<file path="config.mk">
export PLATFORM = sky130hd
export DESIGN_NAME = ahb_arbiter
export DESIGN_NICKNAME = d
export VERILOG_FILES = /design/src/rtl/ahb_fir_pkg.sv /design/src/rtl/ahb_rr_pick.sv /design/src/rtl/ahb_arbiter.sv
export SDC_FILE = /design/constraint.sdc
export NUM_CORES = 1
export LEC_CHECK = 0
export ABC_AREA = 1
export CAP_MARGIN = 25
export CORE_UTILIZATION = 54
export CTS_BUF_LIST = sky130_fd_sc_hd__clkbuf_4 sky130_fd_sc_hd__clkbuf_8 sky130_fd_sc_hd__clkbuf_16
export DETAILED_ROUTE_END_ITERATION = 10
export PLACE_DENSITY_LB_ADDON = 0.05
export SETUP_SLACK_MARGIN = 0.1
export SYNTH_ARGS = -nofsm -noshare
export SYNTH_HDL_FRONTEND = slang
export SYNTH_SLANG_ARGS = --single-unit
export TNS_END_PERCENT = 20
</file>
<file path="constraint.sdc">
create_clock -name hclk -period 3.2 [get_ports hclk]
set_input_delay 0.8 -clock hclk [delete_from_list [all_inputs] [get_ports hclk]]
set_output_delay 0.8 -clock hclk [all_outputs]
set_load 0.1 [all_outputs]
</file>
<file path="src/rtl/ahb_fir_pkg.sv">
`default_nettype none
// ============================================================================
// Module   : ahb_fir_pkg
// Purpose  : Shared types and constants for the ahb_fir bus fabric.
// Revision : 1.0 - initial release
// ============================================================================
package ahb_fir_pkg;

  localparam int NMST         = 4;
  localparam int M_ADDR_WIDTH = $clog2(NMST);

  typedef enum logic [1:0] {
    IDLE   = 2'b00,
    BUSY   = 2'b01,
    NONSEQ = 2'b10,
    SEQ    = 2'b11
  } htrans_t;

  typedef enum logic [0:0] {
    GRANTED = 1'b0,
    LOCKED  = 1'b1
  } arb_state_t;

  // (base + k) mod n for 0 <= base < n and 1 <= k <= n, valid for any n
  function automatic int wrap_inc(input int base, input int k, input int n);
    int sum;
    sum = base + k;
    return (sum >= n) ? (sum - n) : sum;
  endfunction

endpackage
`default_nettype wire

</file>
<file path="src/rtl/ahb_rr_pick.sv">
`default_nettype none
// ============================================================================
// Module   : ahb_rr_pick
// Purpose  : Combinational round-robin picker; scans from last+1 with wrap.
// Revision : 1.0 - initial release
// ============================================================================
module ahb_rr_pick
  import ahb_fir_pkg::*;
#(
  parameter int N = 4,
  parameter int W = (N > 1) ? $clog2(N) : 1
) (
  input  logic [N-1:0] req,
  input  logic [W-1:0] last,
  input  logic [W-1:0] dflt,
  output logic [W-1:0] idx,
  output logic         valid
);

  // Walk the ring farthest-first so the nearest requester after last wins
  always_comb begin
    idx   = dflt;
    valid = 1'b0;
    for (int k = N; k >= 1; k--) begin
      if (req[wrap_inc(int'(last), k, N)]) begin
        idx   = W'(wrap_inc(int'(last), k, N));
        valid = 1'b1;
      end
    end
  end

endmodule
`default_nettype wire

</file>
<file path="src/rtl/ahb_arbiter.sv">
`default_nettype none
// ============================================================================
// Module   : ahb_arbiter
// Purpose  : Round-robin AHB arbiter with HLOCK support and tenure beat limit.
// Revision : 1.0 - initial release
// ============================================================================
module ahb_arbiter
  import ahb_fir_pkg::*;
#(
  parameter int NMST         = ahb_fir_pkg::NMST,
  parameter int M_ADDR_WIDTH = $clog2(NMST),
  parameter int MAX_BEATS    = 16,
  parameter int DEF_MASTER   = 0
) (
  input  logic                    hclk,
  input  logic                    hresetn,
  input  logic [NMST-1:0]         hbusreq,
  input  logic [NMST-1:0]         hlock,
  input  logic [1:0]              htrans,
  input  logic                    hready,
  output logic [NMST-1:0]         hgrant,
  output logic [M_ADDR_WIDTH-1:0] hmaster,
  output logic [M_ADDR_WIDTH-1:0] hmaster_dp,
  output logic                    hmastlock
);

  localparam int                     c_beat_w    = $clog2(MAX_BEATS + 1);
  localparam logic [c_beat_w-1:0]     c_max_beats = c_beat_w'(MAX_BEATS);
  localparam logic [M_ADDR_WIDTH-1:0] c_def       = M_ADDR_WIDTH'(DEF_MASTER);

  arb_state_t              r_state;
  arb_state_t              w_state_nxt;
  logic [M_ADDR_WIDTH-1:0] r_grant_idx;
  logic [M_ADDR_WIDTH-1:0] r_last;
  logic [M_ADDR_WIDTH-1:0] r_hmaster;
  logic [M_ADDR_WIDTH-1:0] r_hmaster_dp;
  logic                    r_hmastlock;
  logic [c_beat_w-1:0]     r_beat_cnt;

  logic [M_ADDR_WIDTH-1:0] w_grant_nxt;
  logic [M_ADDR_WIDTH-1:0] w_last_nxt;
  logic [M_ADDR_WIDTH-1:0] w_pick_idx;
  logic                    w_pick_valid;
  logic                    w_rearb;
  htrans_t                 w_htrans;
  logic                    w_owner_req;
  logic                    w_owner_lock;
  logic                    w_other_req;
  logic                    w_beat_max;

  assign w_htrans     = htrans_t'(htrans);
  assign w_owner_req  = hbusreq[r_grant_idx];
  assign w_owner_lock = hlock[r_grant_idx];
  assign w_other_req  = |(hbusreq & ~hgrant);
  assign w_beat_max   = (r_beat_cnt >= c_max_beats);

  ahb_rr_pick #(
    .N (NMST),
    .W (M_ADDR_WIDTH)
  ) u_pick (
    .req   (hbusreq),
    .last  (r_last),
    .dflt  (c_def),
    .idx   (w_pick_idx),
    .valid (w_pick_valid)
  );

  always_ff @(posedge hclk or negedge hresetn) begin
    if (!hresetn) begin
      r_state      <= GRANTED;
      r_grant_idx  <= c_def;
      r_last       <= c_def;
      r_hmaster    <= c_def;
      r_hmaster_dp <= c_def;
      r_hmastlock  <= 1'b0;
      r_beat_cnt   <= '0;
    end else if (hready) begin
      r_state      <= w_state_nxt;
      r_grant_idx  <= w_grant_nxt;
      r_last       <= w_last_nxt;
      r_hmaster    <= r_grant_idx;
      r_hmaster_dp <= r_hmaster;
      r_hmastlock  <= w_owner_lock;
      // The beat finishing on an owner change belongs to the old master
      if (r_grant_idx != r_hmaster) begin
        r_beat_cnt <= '0;
      end else if ((w_htrans == NONSEQ || w_htrans == SEQ) && !w_beat_max) begin
        r_beat_cnt <= r_beat_cnt + c_beat_w'(1);
      end
    end
  end

  // Lock takes priority over every handover trigger
  always_comb begin
    w_state_nxt = r_state;
    w_rearb     = 1'b0;
    if (hready) begin
      case (r_state)
        GRANTED: begin
          if (w_owner_lock) begin
            w_state_nxt = LOCKED;
          end else if (!w_owner_req || (w_htrans == IDLE) ||
                       (w_beat_max && w_other_req)) begin
            w_rearb = 1'b1;
          end
        end
        LOCKED: begin
          if (!w_owner_lock && (w_htrans == IDLE)) begin
            w_state_nxt = GRANTED;
            w_rearb     = 1'b1;
          end
        end
        default: w_state_nxt = GRANTED;
      endcase
    end
  end

  always_comb begin
    w_grant_nxt = r_grant_idx;
    w_last_nxt  = r_last;
    if (w_rearb) begin
      w_grant_nxt = w_pick_valid ? w_pick_idx : c_def;
      if (w_grant_nxt != r_grant_idx) begin
        w_last_nxt = w_grant_nxt;
      end
    end
  end

  for (genvar i = 0; i < NMST; i++) begin : g_grant
    assign hgrant[i] = (r_grant_idx == M_ADDR_WIDTH'(i));
  end

  assign hmaster    = r_hmaster;
  assign hmaster_dp = r_hmaster_dp;
  assign hmastlock  = r_hmastlock;

endmodule
`default_nettype wire

</file>
* Word-level counts from Yosys, hierarchy flattened *
Index checks and enable logic that the tools add are counted.

word-level totals
  register bits after elaboration = 15
  input bits = 13
  output and inout bits = 9
  logic and storage cells = 91

cells by class
  add/subtract/negate cells = 9
  $lt $le $gt $ge = 10
  equal/unequal tests = 7
  multiplexer cells = 39
  bitwise gates (word level) = 3
  reduce and logical (&&, ||, !) cells = 16

operators with widths
  cell                                                          number
  less-than comparator 32 x 4 -> 1 bit (second input constant)  4
  2-to-1 mux 32 bit                                             4
  subtractor 32 x 4 -> 32 bit (second input constant)           4
  >= comparator 32 x 4 -> 1 bit (second input constant)         3
  2-to-1 mux 1 bit                                              20
  binary-select mux 1 bit (select 2 bit)                        6
  2-to-1 mux 2 bit                                              5
  2-to-1 mux 5 bit                                              2
  == test 2 bit (second input constant)                         4
  adder 2 x 2 -> 3 bit (second input constant)                  2
  adder 5 x 1 -> 5 bit (second input constant)                  1
  >= comparator 5 bit (second input constant)                   1
  adder 2 x 3 -> 4 bit (second input constant)                  1
  bitwise AND 4 bit                                             1
  >= comparator 4 x 3 -> 1 bit (second input constant)          1
  logical NOT 2 bit                                             2
  inequality test 2 bit                                         2
  NOT 4 bit                                                     1
  one-hot mux 1 bit (2 select lines)                            2
  AND reduction 2 bit                                           2
  OR reduction 4 bit                                            1
  adder 2 x 1 -> 3 bit (second input constant)                  1
  logical AND 1 bit                                             3
  logical NOT 1 bit                                             3
  6 further kinds                                               8

* Depth between registers and ports, before layout *
  word-level depth = 13
  gate-level depth with buffers = 15
  mapped depth without buffers = 14

* Modules after synthesis *
Synthesis repeated with hierarchy kept, for this count alone.

unflattened totals
  cell total of the unflattened synthesis = 168
  area total of the unflattened synthesis = 1193.6 µm²

by module, submodules not included
  module       times used  cells an instance  area each (µm²)  seq. area each (µm²)
  ahb_arbiter  1           114                930.9            375.4
  ahb_rr_pick  1           54                 262.8            0.0

* Worst setup path before layout *
OpenSTA, ideal clock, no wires.

  path kind = flip-flop to output port
  start = reg r_grant_idx[1]
  end = out hgrant[0]
  arrival time = 1.836 ns
  data required time = 2.400 ns
  setup slack = 0.564 ns
  stages on the path, launching flop included = 3
  buffers on the path = 1
  cell sequence = dfrtp_1 -> buf_6 -> nor2_1

between the ends
  longest elaborated chain between the ends = 1

RTL lines
  item                    line                text
  from (decl)             ahb_arbiter.sv:33   logic [M_ADDR_WIDTH-1:0] r_grant_idx;
  from (signal assigned)  ahb_arbiter.sv:79   r_grant_idx <= w_grant_nxt;
  logical NOT 2 bit       ahb_arbiter.sv:130  assign hgrant[i] = (r_grant_idx == M_ADDR_WIDTH'(i));
  to (decl)               ahb_arbiter.sv:21   output logic [NMST-1:0] hgrant,

Every way passes these cells.

* Final worst setup path *
Same ends and word-level chain as after synthesis.

==> metrics.md <==
| Metric | Value |
|---|---|
| Routed Antenna Nets | 0 |
| Cell chain of the critical path | nor2_1, buf_4 |
| DRC | 0 |
| Pin count of the biggest net entering global routing | 16 |
| FFs w/ async S/R, synth | 100% |
| CTS Buffer Depth | 2 |
| First-pass detailed-route iteration total | 4 |
| Worst-margin pin slew | 0.640 ns |
| Worst Setup End Kind | output pin |
| Reg2Reg Setup Slack | 1.50 ns |
| Final setup viols | 0 |
| CTS hold repair buffers | 0 |
| Worst EP required | 2.40 ns |
| Die span in x | 47.1 um |
| Clock sinks | 15 |
| DR vias/cell | 5.15 |
| Power Density | 1120 nW/um^2 |
| Area contributors post-synth | dfrtp_1, nand2_1, nand2_2 |
| Tmin final | 2.19 ns |
| DP Area | 1290 sq um |
| Drt wl/cell | 11.5 um |
| Final WS setup | 1.01 ns |
| Syn Area/Cell | 7.28 sq um |
| Most used DFF post-synth | dfrtp_1 |
| Slowest-stage cell, CP | dfrtp_1 |
| Worst min path class | register to register |
| Slew HR | 57.2% |
| Routability congestion estimate | 0.840 |
| Clk_lat worst skew | 0.28 ns |
| Drt first-iter violations | 18 |
| Total power | 0.00148 W |
| Antenna violations before repair | 0 |
| Met2 GRT Util | 42.5% |
| Yosys warns | 0 |
| Crit path kind | register to output pin |
| Number of synthesized flops with an enable pin | 0 |
| Port Buffers | 21 |
| Syn nets | 166 |
| Peak VDD IR | 0.000587 V |
| Root buf cell | clkbuf_4 |
| Diode count | 0 |
| Chip Height | 47.1 um |
| Final wirelength | 2290 um |
| Final period utilization | 68.3% |
| Met1 Use GR | 30.1% |
| Clock-pin slew on the worst setup and hold paths | 0.08 ns |
| Nets | 190 |
| Rows | 15 |
| HPWL Detailed | 1870 um |
| H-Tree Depth | 1 |
| Core footprint | 1820 sq um |
| CTS buffer count | 3 |
| Most frequent cells after synthesis | nand2_1, nand2_2, dfrtp_1, inv_1, nand3_1 |
| Postcts setup bufs | 0 |
| Post-Synthesis Cells | 151 |
| Hold WS | 0.492 ns |
| Skew final | 0.00160 ns |
| Global-route wire length before repair | 3860 um |
| Top-count cell post-synth | nand2_1 |
| Post-synthesis sequential area ratio | 34.2% |
| Slowest Stage Delay on Critical Path | 0.48 ns |
| Max_cap viols | 0 |
| GRT overflow | 0 |
| Upper clock frequency limit | 0.457 GHz |
| DR vias | 1024 |
| Synth Cell Area | 1100 sq um |
| IO Pins | 22 |
| Crit path max fanout | 8 |
| Finished Cell Area | 1330 sq um |
| Area Growth Syn to Fin | 20.6% |
| Synth cell types | 27 |
| Setup slack at placement | 0.797 ns |
| GR peak layer | met2 |
| Met3 GRT Util | 7.69% |
| Area share of the largest cell type after synthesis | 34.2% |
| Die footprint | 2220 sq um |
| P_leak | 0.669 nW |
| Cell family with most CP delay | flip-flops |
| Buf+Inv Stages, Crit Path | 1 |
| Synthesized flop and latch total | 15 |
| Final Max Tran Viols | 0 |
| WP data arrival | 1.39 ns |
| TritonCTS clock tree | yes |
| Worst setup SP type | register |
| RSZ-0062 raised after global routing | false |
| Cell taking the most area after synthesis | dfrtp_1 |
| Post-cts sizing count | 0 |
| Proportion of layout cells with a drive suffix above 1 | 29.9% |
| Hold Violations, Final | 0 |
| Total GRT Usage | 24.8% |
| Status | finished, final reports clean |
| Starting Density | 60.3% |
| Vias in the first global route | 971 |
| Setup TNS | 0 ns |
-- path summary, 6_finish.rpt --
check | from | to | cells past startpoint
setup / recovery | r_grant_idx[1] | hgrant[0] | 2
hold / removal | r_beat_cnt[3] | r_beat_cnt[3] | 1
setup reg to reg | r_last[0] | r_last[0] | 13
hold reg to reg | r_beat_cnt[3] | r_beat_cnt[3] | 1
max in group asynchronous | hresetn | r_state | 1
min in group asynchronous | hresetn | hmaster_dp[0] | 1
-- kinds of logic (layout without fill, tap and decap cells) --
logic type	count (synthesis)	in the layout	share of synthesized area, %
fa+ha+maj	2	2	2.28
simple gates	86	86	39.3
compound gates	24	24	13.9
buf+inv	24	47	10.4
flops	15	15	34.2
-- power by group --
group	total (W)	switching [W]	internal, W
registers	0.000336	0.0000834	0.000253
logic	0.00103	0.000759	0.000274
clock network	0.000114	0.0000575	0.0000569
-- flip-flops by register name, summed over array words and instances, names as in the netlist --
register / count
r_state: 1
r_beat_cnt: 5
r_grant_idx: 2
hmaster_dp: 2
hmastlock: 1
hmaster: 2
r_last: 2
-- through the flow --
step	utilization (%)	instances
after floorplan	-	151
after global placement	71.1	195
after global routing	72.8	199
final	72.8	199
after CTS	72.8	199
after detailed placement	71.1	195
-- cells in the final DEF, fill, tap and decap left out --
| master | Yosys | routed |
|---|---|---|
| clkbuf_4 | 0 | 4 |
| a22o_1 | 1 | 1 |
| inv_1 | 15 | 15 |
| nand3_1 | 8 | 8 |
| o22ai_1 | 2 | 2 |
| nand2_2 | 19 | 19 |
| o2111ai_1 | 1 | 1 |
| inv_2 | 5 | 5 |
| nor3b_1 | 1 | 1 |
| nand2_1 | 45 | 45 |
| clkinv_2 | 1 | 1 |
| nand3_2 | 3 | 3 |
| dfrtp_1 | 15 | 15 |
| a21oi_4 | 1 | 1 |
| nor2_1 | 2 | 2 |
| a21oi_1 | 5 | 5 |
| inv_8 | 1 | 1 |
| nor3b_2 | 1 | 1 |
| or2_2 | 1 | 1 |
| o21ai_2 | 1 | 1 |
| nor2_2 | 4 | 4 |
| clkdlybuf4s50_1 | 0 | 12 |
| o21ai_0 | 7 | 7 |
| buf_4 | 0 | 9 |
| ha_1 | 2 | 2 |
| nor3_2 | 1 | 1 |
| nor3_1 | 1 | 1 |
| o21ai_1 | 5 | 5 |
| a22oi_2 | 1 | 1 |
-- per-layer routing --
layer	share of wire, %	vias up
li1	-	529
met1	47	463
met2	46	25
met3	5.5	7
met4	1.6	0
met5	0	-
-- final cells by class --
type                            count  area (sq um)
Sequential cell                    15           375
Clock buffer                        4          30.0
Fill cell                         159           495
Multi-Input combinational cell    112           609
Tap cell                           25          31.3
Inverter                           22          91.3
Timing Repair Buffer               21           188
No activity file was read; power rests on OpenSTA's default activity.
